**src/rtl/apb_slave_regfile.sv**
```systemverilog
// APB completer register file with byte strobes, wait states
// and a read-only write counter in the last register.
module apb_slave_regfile #(
  parameter int PADDR_SIZE = 16,
  parameter int PDATA_SIZE = 32,
  parameter int NUM_REGS = 8,
  parameter int WAIT_STATES = 1,
  parameter logic [PADDR_SIZE-1:0] BASE_ADDR = 16'h0000
) (
  input  logic PCLK,
  input  logic PRESETn,
  input  logic PSEL,
  input  logic PENABLE,
  input  logic [PADDR_SIZE-1:0] PADDR,
  input  logic [PDATA_SIZE/8-1:0] PSTRB,
  input  logic [PDATA_SIZE-1:0] PWDATA,
  input  logic PWRITE,
  output logic [PDATA_SIZE-1:0] PRDATA,
  output logic PREADY,
  output logic PSLVERR,
  output logic [NUM_REGS*PDATA_SIZE-1:0] regs_o
);

  localparam int IW = (NUM_REGS > 1) ? $clog2(NUM_REGS) : 1;
  localparam int NB = PDATA_SIZE / 8;
  localparam logic [PADDR_SIZE-1:0] NR = PADDR_SIZE'(NUM_REGS);
  localparam logic [3:0] WS = 4'(WAIT_STATES);

  typedef enum logic {
    IDLE,
    ACCESS
  } state_t;

  state_t state;
  logic [3:0] cnt;
  logic [IW-1:0] idx;
  logic wr;
  logic err;
  logic ready;
  logic [PDATA_SIZE-1:0] regs [NUM_REGS];

  logic [PADDR_SIZE-1:0] off;
  logic [PADDR_SIZE-1:0] word;
  logic bad;
  logic setup;
  logic done;

  // Address decode and handshake qualifiers
  always_comb begin
    off = PADDR - BASE_ADDR;
    word = {2'b00, off[PADDR_SIZE-1:2]};
    bad = (off[1:0] != 2'b00)
        | (PADDR < BASE_ADDR)
        | (word >= NR)
        | (PWRITE & (word == NR - 1'b1));
    setup = (state == IDLE) & PSEL & ~PENABLE;
    done = (state == ACCESS) & PSEL & PENABLE & ready;
  end

  // Transfer FSM; PREADY is a flop so inputs never reach it combinationally
  always_ff @(posedge PCLK or negedge PRESETn) begin
    if (!PRESETn) begin
      state <= IDLE;
      cnt <= '0;
      idx <= '0;
      wr <= 1'b0;
      err <= 1'b0;
      ready <= 1'b0;
    end else begin
      unique case (state)
        IDLE: begin
          if (setup) begin
            state <= ACCESS;
            idx <= bad ? '0 : word[IW-1:0];
            wr <= PWRITE;
            err <= bad;
            cnt <= '0;
            ready <= (WS == 4'd0);
          end
        end
        ACCESS: begin
          if (!PSEL) begin
            state <= IDLE;
            ready <= 1'b0;
          end else if (ready) begin
            if (PENABLE) begin
              state <= IDLE;
              ready <= 1'b0;
            end
          end else begin
            cnt <= cnt + 4'd1;
            ready <= (cnt + 4'd1 == WS);
          end
        end
        default: state <= IDLE;
      endcase
    end
  end

  // Register writes with byte lanes and the completed-write counter
  always_ff @(posedge PCLK or negedge PRESETn) begin
    if (!PRESETn) begin
      for (int i = 0; i < NUM_REGS; i++) regs[i] <= '0;
    end else if (done && wr && !err) begin
      for (int b = 0; b < NB; b++) begin
        if (PSTRB[b]) regs[idx][b*8 +: 8] <= PWDATA[b*8 +: 8];
      end
      regs[NUM_REGS-1] <= regs[NUM_REGS-1] + 1'b1;
    end
  end

  // Response outputs gated by completion
  always_comb begin
    PREADY = ready;
    PSLVERR = ready & err;
    PRDATA = (ready & ~wr & ~err) ? regs[idx] : '0;
  end

  for (genvar g = 0; g < NUM_REGS; g++) begin : g_out
    assign regs_o[g*PDATA_SIZE +: PDATA_SIZE] = regs[g];
  end

endmodule

```
**config.mk**
```make
export PLATFORM = sky130hd
export DESIGN_NAME = apb_slave_regfile
export DESIGN_NICKNAME = d
export VERILOG_FILES = /design/src/rtl/apb_slave_regfile.sv
export SDC_FILE = /design/constraint.sdc
export NUM_CORES = 1
export LEC_CHECK = 0
export CAP_MARGIN = 20
export CELL_PAD_IN_SITES_DETAIL_PLACEMENT = 0
export CELL_PAD_IN_SITES_GLOBAL_PLACEMENT = 2
export CORE_UTILIZATION = 25
export CTS_CLUSTER_SIZE = 30
export DETAILED_ROUTE_END_ITERATION = 7
export PLACE_DENSITY = 0.69
export SYNTH_ARGS = -nofsm -noshare
export SYNTH_HDL_FRONTEND = slang
export SYNTH_SLANG_ARGS = --single-unit
export TNS_END_PERCENT = 1
```
**constraint.sdc**
```tcl
create_clock -name PCLK -period 1.85 [get_ports PCLK]
set_input_delay 0.185 -clock PCLK [delete_from_list [all_inputs] [get_ports PCLK]]
set_output_delay 0.185 -clock PCLK [all_outputs]
set_load 0.005 [all_outputs]
```
## After elaboration in Yosys (flattened, before gate mapping)

Cells that the tools add are included.

| storage, ports and cells | value |
|---|---|
| register bits | 267 |
| latch bits | 0 |
| RAM bits | 0 |
| bits in read-only memories | 0 |
| input bits | 57 |
| output and inout bits | 290 |
| memories | 0 |

| cells by class | value |
|---|---|
| $add $sub $neg | 2 |
| $mul | 0 |
| div/mod/pow operators | 0 |
| order comparisons | 4 |
| equal/unequal tests | 5 |
| shift-type cells | 0 |
| multiplexer cells | 37 |
| bitwise logic cells | 17 |
| reductions and logical operators | 7 |

Operator list:

| kind | number |
|---|---|
| $mux 256 | 7 |
| $bwmux 256 | 4 |
| $demux 32 s3 | 4 |
| $mux 32 | 4 |
| $bmux 32 s3 | 1 |
| $add 32x1->32 const B | 1 |
| $mux 24 | 1 |
| $lt 16x1->1 const B | 1 |
| $mux 16 | 1 |
| $eq 14x3->1 const B | 1 |
| $ge 14x4->1 const B | 1 |
| $mux 4 | 3 |
| $and 1x1->1 | 9 |
| $mux 8 | 1 |
| $pmux 4 s2 | 1 |
| $mux 1 | 7 |
| $ne 2x2->1 const B | 3 |
| $add 4x1->4 const B | 1 |
| $eq 4x1->1 const B | 1 |
| $ge 4x4->1 const B | 1 |
| $lt 4x1->1 const B | 1 |
| $not 1->1 | 4 |
| $not 3->4 | 1 |
| $pmux 1 s2 | 2 |
| 7 further kinds | 11 |

## Longest topological paths before layout

Gate-level depths: netlist (run 1).

| depth | value |
|---|---|
| depth after elaboration | 16 |
| depth in mapped cells | 8 |
| mapped depth without buffers | 5 |

## Worst setup path after synthesis (run 1)

Ideal clock, no wire load.

| path | value |
|---|---|
| path type | reg-to-output |
| start | register idx[0] |
| end | output PRDATA[28] |
| data arrival time | 1.761 ns |
| required time | 1.665 ns |
| setup slack | -0.096 ns |
| stages on the path, launching flop included | 9 |
| buffers on the path | 4 |
| cells stage by stage | dfrtp_1 -> buf_2 -> buf_2 -> buf_1 -> clkbuf_1 -> nand3_1 -> a21oi_1 -> nor2_1 -> nor2_1 |

| between the ends | value |
|---|---|
| cells in the longest elaborated chain, start to end | 5 |

Ends and longest elaborated chain:

| item | line | source |
|---|---|---|
| from (decl) | 36 | `logic [IW-1:0] idx;` |
| from (signal assigned) | 74 | `idx <= bad ? '0 : word[IW-1:0];` |
| $not 3->4 (implied by the code) | 116 | `PRDATA = (ready & ~wr & ~err) ? regs[idx] : '0;` |
| $bmux 32 s3 | 116 |  |
| $mux 32 (implied by the code) (2 in a row) | 116 |  |
| $mux 32 | 116 |  |
| to (decl) | 18 | `output logic [PDATA_SIZE-1:0] PRDATA,` |

No other way between the ends. The select of a mux whose other input is x is not followed.

## Worst setup path after layout (run 1)

| path | value |
|---|---|
| start | register idx[0] |
| end | output PRDATA[12] |

Same word-level chain as after synthesis.

==> qor.csv, run 1 <==
stage,metric,value,unit
setup_path,"Top cell by count, worst path",buf_4,
final_layout,most frequent cells in the layout,"clkdlybuf4s50_1, dfrtp_1, mux2_2",
clock_network,clk_lat worst skew,0.58,ns
die,Die H,225,um
die,Die Wd,225,um
setup_path,R2R Setup Slk,-0.22,ns
setup_path,crit path max fanout,8,
detailed_routing,average wire per standard cell,23.5,um
power,Leakage,0.00942,uW
setup_path,critical path data required time,1.66,ns
placed_design,Port-buffer cells,346,
detailed_routing,drc violations,0,
die,Core Region,0.0491,sq mm
global_routing,largest net degree at the start of global routing,62,
detailed_routing,DR iter-0 viols,573,
die,Site Rows,81,
job,Max Cap Viol,0,
setup_path,kind of cell adding the most delay to the critical path,buffers and inverters,
setup_path,Worst setup startpoint,idx[0],
timing,RSZ-0062 raised after global routing,yes,
power,VDD IR max,506,uV
clock_network,Clock transition at path regs,0.06,ns
detailed_routing,routed vias,10600,
setup_path,"Data arrival, critical path",2.48,ns
synthesis,synthesized instance count,961,
detailed_routing,via/cell ratio,4.75,
detailed_routing,Post-Route WL,52300,um
detailed_routing,DRT Pass-1 Iters,5,
synthesis,Netlist Area Pre-Place,0.0125,sq mm
setup_path,Crit Path Class,reg -> out,
timing,fmax,0.376,GHz
final_layout,Final Util,0.421,
setup_path,Bufs and invs on worst path,4,
clock_network,Inserted Clock Buffers,31,
timing,Fin Setup TNS,-40.02,ns
synthesis,Post-synth top flop,dfrtp_1,
power,PwrDens,615,mW/mm^2
timing,Worst Tran Pin Value,0.507,ns
synthesis,Synth Net Count,1021,
final_layout,"most common cell after layout, fill and taps aside",clkdlybuf4s50_1,
setup_path,startpoint types,register,
final_layout,Area Overhead vs Synth,65.4,%
global_routing,initial antenna violation count,4,
die,# IOs,347,
clock_network,clock buffer depth,3,
synthesis,yosys warns,0,
detailed_routing,Routed Antenna Nets,0,
timing,final setup fails,251,
die,initial core utilization,0.255,
global_routing,vias in the first global route,11100,
final_layout,post-route cell area,0.0207,sq mm
timing,setup ws final,-0.812,ns
synthesis,"EDFF count, synth",0,
worst_hold_path,Hold Path Class,in -> async,
synthesis,Yosys cell types,44,
placed_design,dpl cell area,0.0185,sq mm
clock_network,clock sink total,267,
clock_network,H-tree levels,1,
die,Die ar.,0.0508,sq mm
synthesis,Async SR Flop Fraction,1.00,
timing,fin crit period,2.66,ns
status,violated checks,setup timing,
synthesis,sequential fraction of the synthesis area,0.535,
synthesis,Yosys reg bits,267,
status,status,finished with violations,
setup_path,worst reg2reg startpoint,idx[0],
synthesis,Mapped Avg Cell Area,13.0,sq um
final_layout,share of post-route cells with drive strength above 1,0.445,
setup_path,Critical-path top delay cell,dfrtp_4,
global_routing,GR Util All Layers,0.204,
timing,clk_skew,0.0138,ns
setup_path,crit end category,primary output,
timing,Slew headroom,0.661,
global_routing,first-pass GRT wire length,76400,um
clock_network,CTS tree,built,
setup_path,worst path cell trace,"buf_8, buf_4, buf_4, mux2_2, a22oi_2, a21o_1, a21oi_1, dlygate4sd2_1",
timing,final hold viol count,0,
placed_design,Detail Placement HPWL,38400,um
timing,Final Cycle Share,1.44,
timing,"Slew Viols, Final",0,
clock_network,clock root cell,clkbuf_16,
setup_path,critical path's largest stage delay,0.57,ns
global_routing,total gr overflow,0,
placed_design,Placer Congestion,0.787,
final_layout,NumNets Final,1601,
cell families after synthesis:
logic type,after synthesis,synth area share
buffers and inverters,57,0.0185
adder cells (fa/ha/maj),3,0.00301
AND/OR/NAND/NOR,172,0.0698
XOR/XNOR,33,0.0232
multiplexers,298,0.277
AO/OA/AOI/OAI,131,0.0739
flip-flops,267,0.535
power breakdown:
group | switching [uW] | internal, uW | total (uW)
combinational | 345 | 257 | 602
sequential | 55.9 | 5880 | 5940
clock | 2490 | 3680 | 6170
stage by stage:
stage	std cells	hold WS [ns]	total power, uW	setup slack [ns]
after global routing	2229	0.108	13200	-0.956
after detailed placement	2134	0.120	6640	-0.602
after global placement	2134	0.114	6630	-0.615
final	2229	0.110	12700	-0.812
after CTS	2225	0.0856	12900	-0.846
after floorplan	961	-0.111	6190	-0.0599
cell type report:
class | count | area [sq um]
fill | 4723 | 28400
sequential | 267 | 6700
multi-input combinational | 637 | 6120
timing repair buffer | 594 | 5950
clock buffer | 46 | 882
tap | 664 | 831
clock inverter | 9 | 126
inverter | 10 | 37.5
antenna | 2 | 5.00
synth_stat cells (11+ instances only):
cell      count  area share
a221oi_1     17       0.012
nor2_1       26      0.0078
mux2i_1      22       0.018
a22o_1       11      0.0077
dfrtp_1     267        0.54
nand3_1      49       0.020
a22oi_1      23       0.014
mux4_2       11       0.020
xnor2_1      26       0.018
a21oi_1      28       0.011
o21ai_0      20      0.0080
mux2_2      265        0.24
clkbuf_1     24      0.0072
buf_2        14      0.0056
nand2_1      44       0.013
what timing repair did:
item	4_1_cts	5_1_grt
setup endpoints to repair	285	279
buffers inserted	34	4
cloned	3	0
resized for setup	285	61
endpoints found under the hold margin	266	0
hold buffers	1	0
pin swaps	47	28
flip-flops by register name, summed over array words and instances (netlist names):
register	count
cnt	4
PREADY	1
regs_o	256
err	1
idx	3
wr	1
state	1
layer usage:
| layer | wire [um] | GRT usage | up-vias |
|---|---|---|---|
| li1 | - | - | 4771 |
| met1 | 24100 | 0.283 | 5448 |
| met2 | 24700 | 0.333 | 300 |
| met3 | 2690 | 0.0335 | 57 |
| met4 | 907 | 0.0456 | 2 |
| met5 | 13 | 0 | - |
path summary, 6_finish.rpt:
kind / endpoint / cells after the start
worst max-delay path: PRDATA[12] / 8
worst min-delay path: regs_o[180] / 2
worst max register to register: regs_o[18] / 9
worst min register to register: regs_o[235] / 1
max in group asynchronous: cnt[2] / 3
min in group PCLK: idx[1] / 2
worst register-to-register path, delay by kind of cell (launching register included):
family | cells | cell delay, ns
buffers and inverters | 6 | 0.87
DFF | 1 | 0.57
muxes | 1 | 0.27
and+or+nand+nor | 2 | 0.22
Note: power is estimated with default switching activity, not from simulation.
==> run 2: changes to the inputs <==
--- a/config.mk
+++ b/config.mk
@@ -9,7 +9,6 @@
 export CELL_PAD_IN_SITES_DETAIL_PLACEMENT = 0
 export CELL_PAD_IN_SITES_GLOBAL_PLACEMENT = 2
 export CORE_UTILIZATION = 25
-export CTS_CLUSTER_SIZE = 30
 export DETAILED_ROUTE_END_ITERATION = 7
 export PLACE_DENSITY = 0.69
 export SYNTH_ARGS = -nofsm -noshare
==> results of run 2 <==
The final DEF is identical to that of run 1; final timing and power are the same.
